### config.mk
export PLATFORM = sky130hd
export DESIGN_NAME = uart_mmio_ctrl
export DESIGN_NICKNAME = d
export VERILOG_FILES = /design/src/rtl/uart_mmio_ctrl.sv
export SDC_FILE = /design/constraint.sdc
export NUM_CORES = 1
export LEC_CHECK = 0
export ABC_AREA = 1
export CORE_MARGIN = 2
export CORE_UTILIZATION = 28
export DETAILED_ROUTE_END_ITERATION = 12
export HOLD_SLACK_MARGIN = 0.1
export MAX_ROUTING_LAYER = met4
export RECOVER_POWER = 100
export SETUP_SLACK_MARGIN = 0.5
export SYNTH_ARGS = -nofsm -noshare
export SYNTH_HDL_FRONTEND = slang
export SYNTH_SLANG_ARGS = --single-unit
### constraint.sdc
create_clock -name clk -period 2.65 [get_ports clk]
set_input_delay 0.53 -clock clk [delete_from_list [all_inputs] [get_ports clk]]
set_output_delay 0.53 -clock clk [all_outputs]
set_load 0.03 [all_outputs]
### src/rtl/uart_mmio_ctrl.sv
// uart_mmio_ctrl: MMIO UART controller with TX/RX FIFOs; CTRL register and irq enabled by UART_MMIO_IRQ_EN
module uart_mmio_ctrl #(
  parameter int FIFO_DEPTH = 8
) (
  input  logic        clk,
  input  logic        rst,
  input  logic [1:0]  mem_addr,
  input  logic        mem_wr_en,
  input  logic        mem_rd_en,
  input  logic [15:0] mem_wdata,
  output logic [15:0] mem_rdata,
  output logic [7:0]  tx_data,
  output logic        tx_start,
  input  logic        tx_busy,
  input  logic [7:0]  rx_data,
  input  logic        rx_data_ready,
  output logic        irq
);
  localparam int AW = $clog2(FIFO_DEPTH);
  typedef enum logic [1:0] {IDLE, LOAD, WAIT_BUSY, WAIT_DONE} state_t;
  state_t state_q, state_d;
  logic [7:0] tx_mem_q [FIFO_DEPTH];
  logic [7:0] rx_mem_q [FIFO_DEPTH];
  logic [AW:0] tx_wptr_q, tx_wptr_d, tx_rptr_q, tx_rptr_d;
  logic [AW:0] rx_wptr_q, rx_wptr_d, rx_rptr_q, rx_rptr_d;
  logic tx_ovf_q, tx_ovf_d, rx_ovf_q, rx_ovf_d;
  logic [7:0] tx_data_q, tx_data_d, tx_head, rx_head;
  logic [15:0] rdata_q, rdata_d, rd_val, status, ctrl_rd;
  logic tx_empty, tx_full, rx_empty, rx_full, tx_idle;
  logic data_wr, data_rd, stat_wr, tx_push, tx_pop, rx_push, rx_pop;

  assign tx_empty = tx_wptr_q == tx_rptr_q;
  assign tx_full  = (tx_wptr_q[AW] != tx_rptr_q[AW]) && (tx_wptr_q[AW-1:0] == tx_rptr_q[AW-1:0]);
  assign rx_empty = rx_wptr_q == rx_rptr_q;
  assign rx_full  = (rx_wptr_q[AW] != rx_rptr_q[AW]) && (rx_wptr_q[AW-1:0] == rx_rptr_q[AW-1:0]);
  assign tx_head  = tx_mem_q[tx_rptr_q[AW-1:0]];
  assign rx_head  = rx_mem_q[rx_rptr_q[AW-1:0]];
  assign tx_idle  = tx_empty && state_q == IDLE && !tx_busy;
  assign data_wr  = mem_wr_en && mem_addr == 2'd0;
  assign data_rd  = mem_rd_en && mem_addr == 2'd0;
  assign stat_wr  = mem_wr_en && mem_addr == 2'd1;
  assign tx_pop   = state_q == LOAD;
  assign tx_push  = data_wr && (!tx_full || tx_pop);
  assign rx_pop   = data_rd && !rx_empty;
  assign rx_push  = rx_data_ready && (!rx_full || rx_pop);
  assign status   = {9'd0, rx_ovf_q, tx_ovf_q, tx_idle, rx_full, rx_empty, tx_full, tx_empty};
  assign tx_start = state_q == LOAD;
  assign tx_data  = tx_data_q;
  assign mem_rdata = rdata_q;

  // TX sequencer: hand one byte to uart_tx, then follow its busy handshake
  always_comb begin
    state_d = state_q;
    unique case (state_q)
      IDLE:      state_d = (!tx_empty && !tx_busy) ? LOAD : IDLE;
      LOAD:      state_d = WAIT_BUSY;
      WAIT_BUSY: state_d = tx_busy ? WAIT_DONE : WAIT_BUSY;
      WAIT_DONE: state_d = tx_busy ? WAIT_DONE : IDLE;
      default:   state_d = IDLE;
    endcase
  end

  // FIFO pointers, sticky overflow flags, latched TX byte and registered read data
  always_comb begin
    tx_wptr_d = tx_wptr_q + (AW+1)'(tx_push);
    tx_rptr_d = tx_rptr_q + (AW+1)'(tx_pop);
    rx_wptr_d = rx_wptr_q + (AW+1)'(rx_push);
    rx_rptr_d = rx_rptr_q + (AW+1)'(rx_pop);
    tx_ovf_d  = (tx_ovf_q && !(stat_wr && mem_wdata[5])) || (data_wr && tx_full && !tx_pop);
    rx_ovf_d  = (rx_ovf_q && !(stat_wr && mem_wdata[6])) || (rx_data_ready && rx_full && !rx_pop);
    tx_data_d = state_d == LOAD ? tx_head : tx_data_q;
    rd_val    = mem_addr == 2'd0 ? (rx_empty ? 16'd0 : {1'b1, 7'd0, rx_head}) :
                mem_addr == 2'd1 ? status :
                mem_addr == 2'd2 ? ctrl_rd : 16'd0;
    rdata_d   = mem_rd_en ? rd_val : rdata_q;
  end

  // control state registers
  always_ff @(posedge clk) begin
    if (rst) begin
      state_q   <= IDLE;
      tx_wptr_q <= '0;
      tx_rptr_q <= '0;
      rx_wptr_q <= '0;
      rx_rptr_q <= '0;
      tx_ovf_q  <= 1'b0;
      rx_ovf_q  <= 1'b0;
      tx_data_q <= 8'd0;
      rdata_q   <= 16'd0;
    end else begin
      state_q   <= state_d;
      tx_wptr_q <= tx_wptr_d;
      tx_rptr_q <= tx_rptr_d;
      rx_wptr_q <= rx_wptr_d;
      rx_rptr_q <= rx_rptr_d;
      tx_ovf_q  <= tx_ovf_d;
      rx_ovf_q  <= rx_ovf_d;
      tx_data_q <= tx_data_d;
      rdata_q   <= rdata_d;
    end
  end

  // FIFO storage; contents are meaningless while the pointers say empty
  always_ff @(posedge clk) begin
    if (tx_push) tx_mem_q[tx_wptr_q[AW-1:0]] <= mem_wdata[7:0];
    if (rx_push) rx_mem_q[rx_wptr_q[AW-1:0]] <= rx_data;
  end

`ifdef UART_MMIO_IRQ_EN
  logic [1:0] ctrl_q, ctrl_d;
  logic irq_q, irq_d;
  logic unused_wdata;
  assign unused_wdata = ^{mem_wdata[15:8], mem_wdata[4:2]};
  assign ctrl_rd = {14'd0, ctrl_q};
  assign irq = irq_q;

  // CTRL bit0 enables RX-data interrupt, bit1 enables TX-idle interrupt
  always_comb begin
    ctrl_d = (mem_wr_en && mem_addr == 2'd2) ? mem_wdata[1:0] : ctrl_q;
    irq_d  = (ctrl_q[0] && !rx_empty) || (ctrl_q[1] && tx_idle);
  end

  // CTRL and registered interrupt level
  always_ff @(posedge clk) begin
    if (rst) begin
      ctrl_q <= 2'd0;
      irq_q  <= 1'b0;
    end else begin
      ctrl_q <= ctrl_d;
      irq_q  <= irq_d;
    end
  end
`else
  logic unused_wdata;
  assign unused_wdata = ^{mem_wdata[15:8], mem_wdata[4:0]};
  assign ctrl_rd = 16'd0;
  assign irq = 1'b0;
`endif
endmodule

==> metrics.md, run 1 <==
| Metric | Value |
|---|---|
| Wire length on met3 | ~550 um |
| Worst-Margin Slew | approximately 1.0 ns |
| Setup Viol. Count Final | 0 |
| Worst hold path type | flip-flop to flip-flop |
| I/O Pins | a little under 60 |
| Die ar. | between 20000 and 30000 um^2 |
| Post-synth top area share | 0.5294 |
| CP required | around 2.7 ns |
| CP Data Arrival Time | 2.33 ns |
| Max Used Layer | met4 |
| Core area | between 20000 and 30000 um^2 |
| Period utilization | 0.8528 |
| Final core area utilization | 0.3426 |
| CP Max Fanout | 9 |
| Startpoint class of the critical path | primary input |
| Initial antenna violation count | 0 |
| Commonest non-fill, non-tap cell in the layout | nand2_1 |
| Vias in the first global route | ~4800 |
| Skew final | 0.01512 ns |
| Reg clk slew, reported paths | approximately 0.070 ns |
| First-pass GRT wire length | 25000 um |
| Peak VDD IR | 0.3548 mV |
| Pre-antenna DRT Iters | 5 |
| Distinct cells, synth | 27 |
| Total Neg Setup Slack | 0 ns |
| TritonCTS buffer count | 17 |
| Worst Setup End Kind | flip-flop |
| Max Cap Violations | 0 |
| Ant. Diodes | 0 |
| Seq/Total Area, Yosys | 0.6314 |
| Highest clock rate | about 440 MHz |
| Initial Util | 0.2867 |
| Via count | 5004 |
| Sink Count | 165 |
| Drt via density | approximately 4.3 |
| RSZ-0062 raised after global routing | false |
| RePlAce Congestion | 0.7741 |
| GRT Total Usage | 0.1240 |
| Most frequent cells in the layout | 250 x nand2_1, 128 x edfxtp_1, 105 x nor2_1, 75 x inv_1, 53 x o21ai_0 |
| Post-Syn Area per Cell | between 9 and 10 um^2 |
| Cell mode on critical path | nor2_1 |
| CP cell instances | dlygate4sd3_1, nor2_1, inv_1, nor2_1, nand2_1, nor2_1, clkbuf_1 |
| Normalized max-slew margin | 0.3140 |
| Leakage | about 3.5 nW |
| Share of layout cells above drive strength 1 | 0.08789 |
| Area Growth Syn to Fin | 19.49% |
| Final WL | ~16000 um |
| CP max stage cell | dlygate4sd3_1 |
| DRC Markers | 0 |
| Root buf cell | clkbuf_16 |
| Core Rows | a little under 60 |
| CTS tree | yes |
| Outcome | finished clean |
| Synthesized area | 7261 um^2 |
| CTS H-tree depth | 4 |
| Skew-Pair Late Insertion Delay | between 0.4 and 0.5 ns |
| CTS max path bufs | 2 |
| Met1 Wirelength | 7045 um |
| WL met2 | between 7000 and 8000 um |
| IO Port Bufs | between 40 and 50 |
| Minimum clock period | about 2.3 ns |
| Post-layout nets | around 870 |
| ANT nets after route | 0 |
| Largest net degree at the start of global routing | 33 |
| Power density over the cells | ~670 nW/um^2 |
| FF+latch count, synth | between 150 and 200 |
| Grt ovf | 0 |
| WL/cell | 13.24 um |
| Slew Viols, Final | 0 |
| Die height | around 170 um |
| Die width | around 170 um |
| DR iter-0 viols | approximately 330 |
| Yosys warns | 0 |
| Worst Path Class, Setup | primary input to flip-flop |
| Synth top area cells | edfxtp_1 53%, nand2_1 13%, dfxtp_1 10% |
| Post-Synthesis Cells | 773 |
| Final std cells w/o fill | about 1200 |
| CP max stage delay | roughly 0.57 ns |
| Placed cells | 1138 |
| Hold Fails Final Rpt | 0 |
| DP Wirelength | a little over 10000 um |
| Dominant cell type by area after synthesis | edfxtp_1 |
[metal layers]
metal / global-route usage / up-vias
li1: - / 2577
met1: 0.1549 / 2328
met2: 0.2055 / 90
met3: 0.02436 / 9
met4: 0.03439 / 0
met5: - / -
[what timing repair did]
action	in CTS	in global routing
resized for setup	3	11
buffers inserted	1	1
setup endpoints to repair	5	68
hold buffers	0	0
pin swaps	1	0
endpoints found under the hold margin	0	0
[Yosys cell counts (all sizes together)]
cell,number
a21oi,17
a22o,2
buf,31
clkbuf,7
conb,1
dfxtp,37
edfxtp,128
ha,8
inv,84
nand2,252
nand3,31
nand4,3
nor2,110
o21ai,57
xnor2,5
[final timing paths]
check	cells past startpoint	from	to	slack (ns)
worst max register to register	11	rx_rptr_q[0]	rx_mem_q[4][3]	0.52
worst min-delay path	2	mem_rdata[7]	mem_rdata[7]	0.47
worst min register to register	2	mem_rdata[7]	mem_rdata[7]	0.47
worst max-delay path	7	mem_addr[0]	tx_mem_q[4][4]	0.39
[area by class of cell]
cell class / instances / area, um^2
clock buffers: 17 / 425.4
multi-input cells: 493 / 2138
clock inverters: 15 / 200.2
well taps: 330 / 412.9
repair buffers: 68 / 576.8
flip-flops and latches: 165 / 4599
inverters: 84 / 322.8
fillers: 2610 / 16650
[registers in the layout, summed over array words and instances (netlist names), 2 cells and up]
register	flops
tx_mem_q	64
state_q	2
mem_rdata	9
tx_data	8
tx_rptr_q	4
rx_mem_q	64
tx_wptr_q	4
rx_rptr_q	4
rx_wptr_q	4
[kinds of logic after synthesis]
logic type               count (synthesis)  synth area share
adder cells (fa/ha/maj)                  8           0.01379
AND/OR/NAND/NOR                        396            0.2180
buffers and inverters                  122           0.07531
other                                    1         0.0005165
AO/OA/AOI/OAI                           76           0.05497
XOR/XNOR                                 5          0.006031
flip-flops                             165            0.6314
[critical path: cells and delay by family]
kind	cells	cell delay [ns]
buffers and inverters	3	1.07
and+or+nand+nor	4	0.73
[where the power goes]
group / total [W] / internal (W) / switching, W
clock: 0.00251 / 0.00130 / 0.00121
sequential: 0.00287 / 0.00284 / 0.0000297
combinational: 0.000434 / 0.000141 / 0.000294
[per-stage QoR]
stage / hold slack [ns] / setup WS, ns / cell area (um^2) / power [W]
2_1_floorplan: 0.4372 / 0.7252 / 7287 / 0.003216
3_3_place_gp: 0.4651 / 0.3001 / 8071 / 0.003377
3_5_place_dp: 0.4619 / 0.2874 / 8071 / 0.003383
4_1_cts: 0.4746 / 0.5657 / 8706 / 0.005885
5_1_grt: 0.4889 / 0.2556 / 8676 / 0.006025
6_report: 0.4664 / 0.3900 / 8676 / 0.005806
Note: power is estimated with default switching activity, not from simulation.
==> run 2: changes to the inputs <==
- CTS_BUF_LIST: not set -> sky130_fd_sc_hd__clkbuf_16
==> results of run 2 <==
Same layout as run 1: the final DEF is identical, and so are final timing and power.
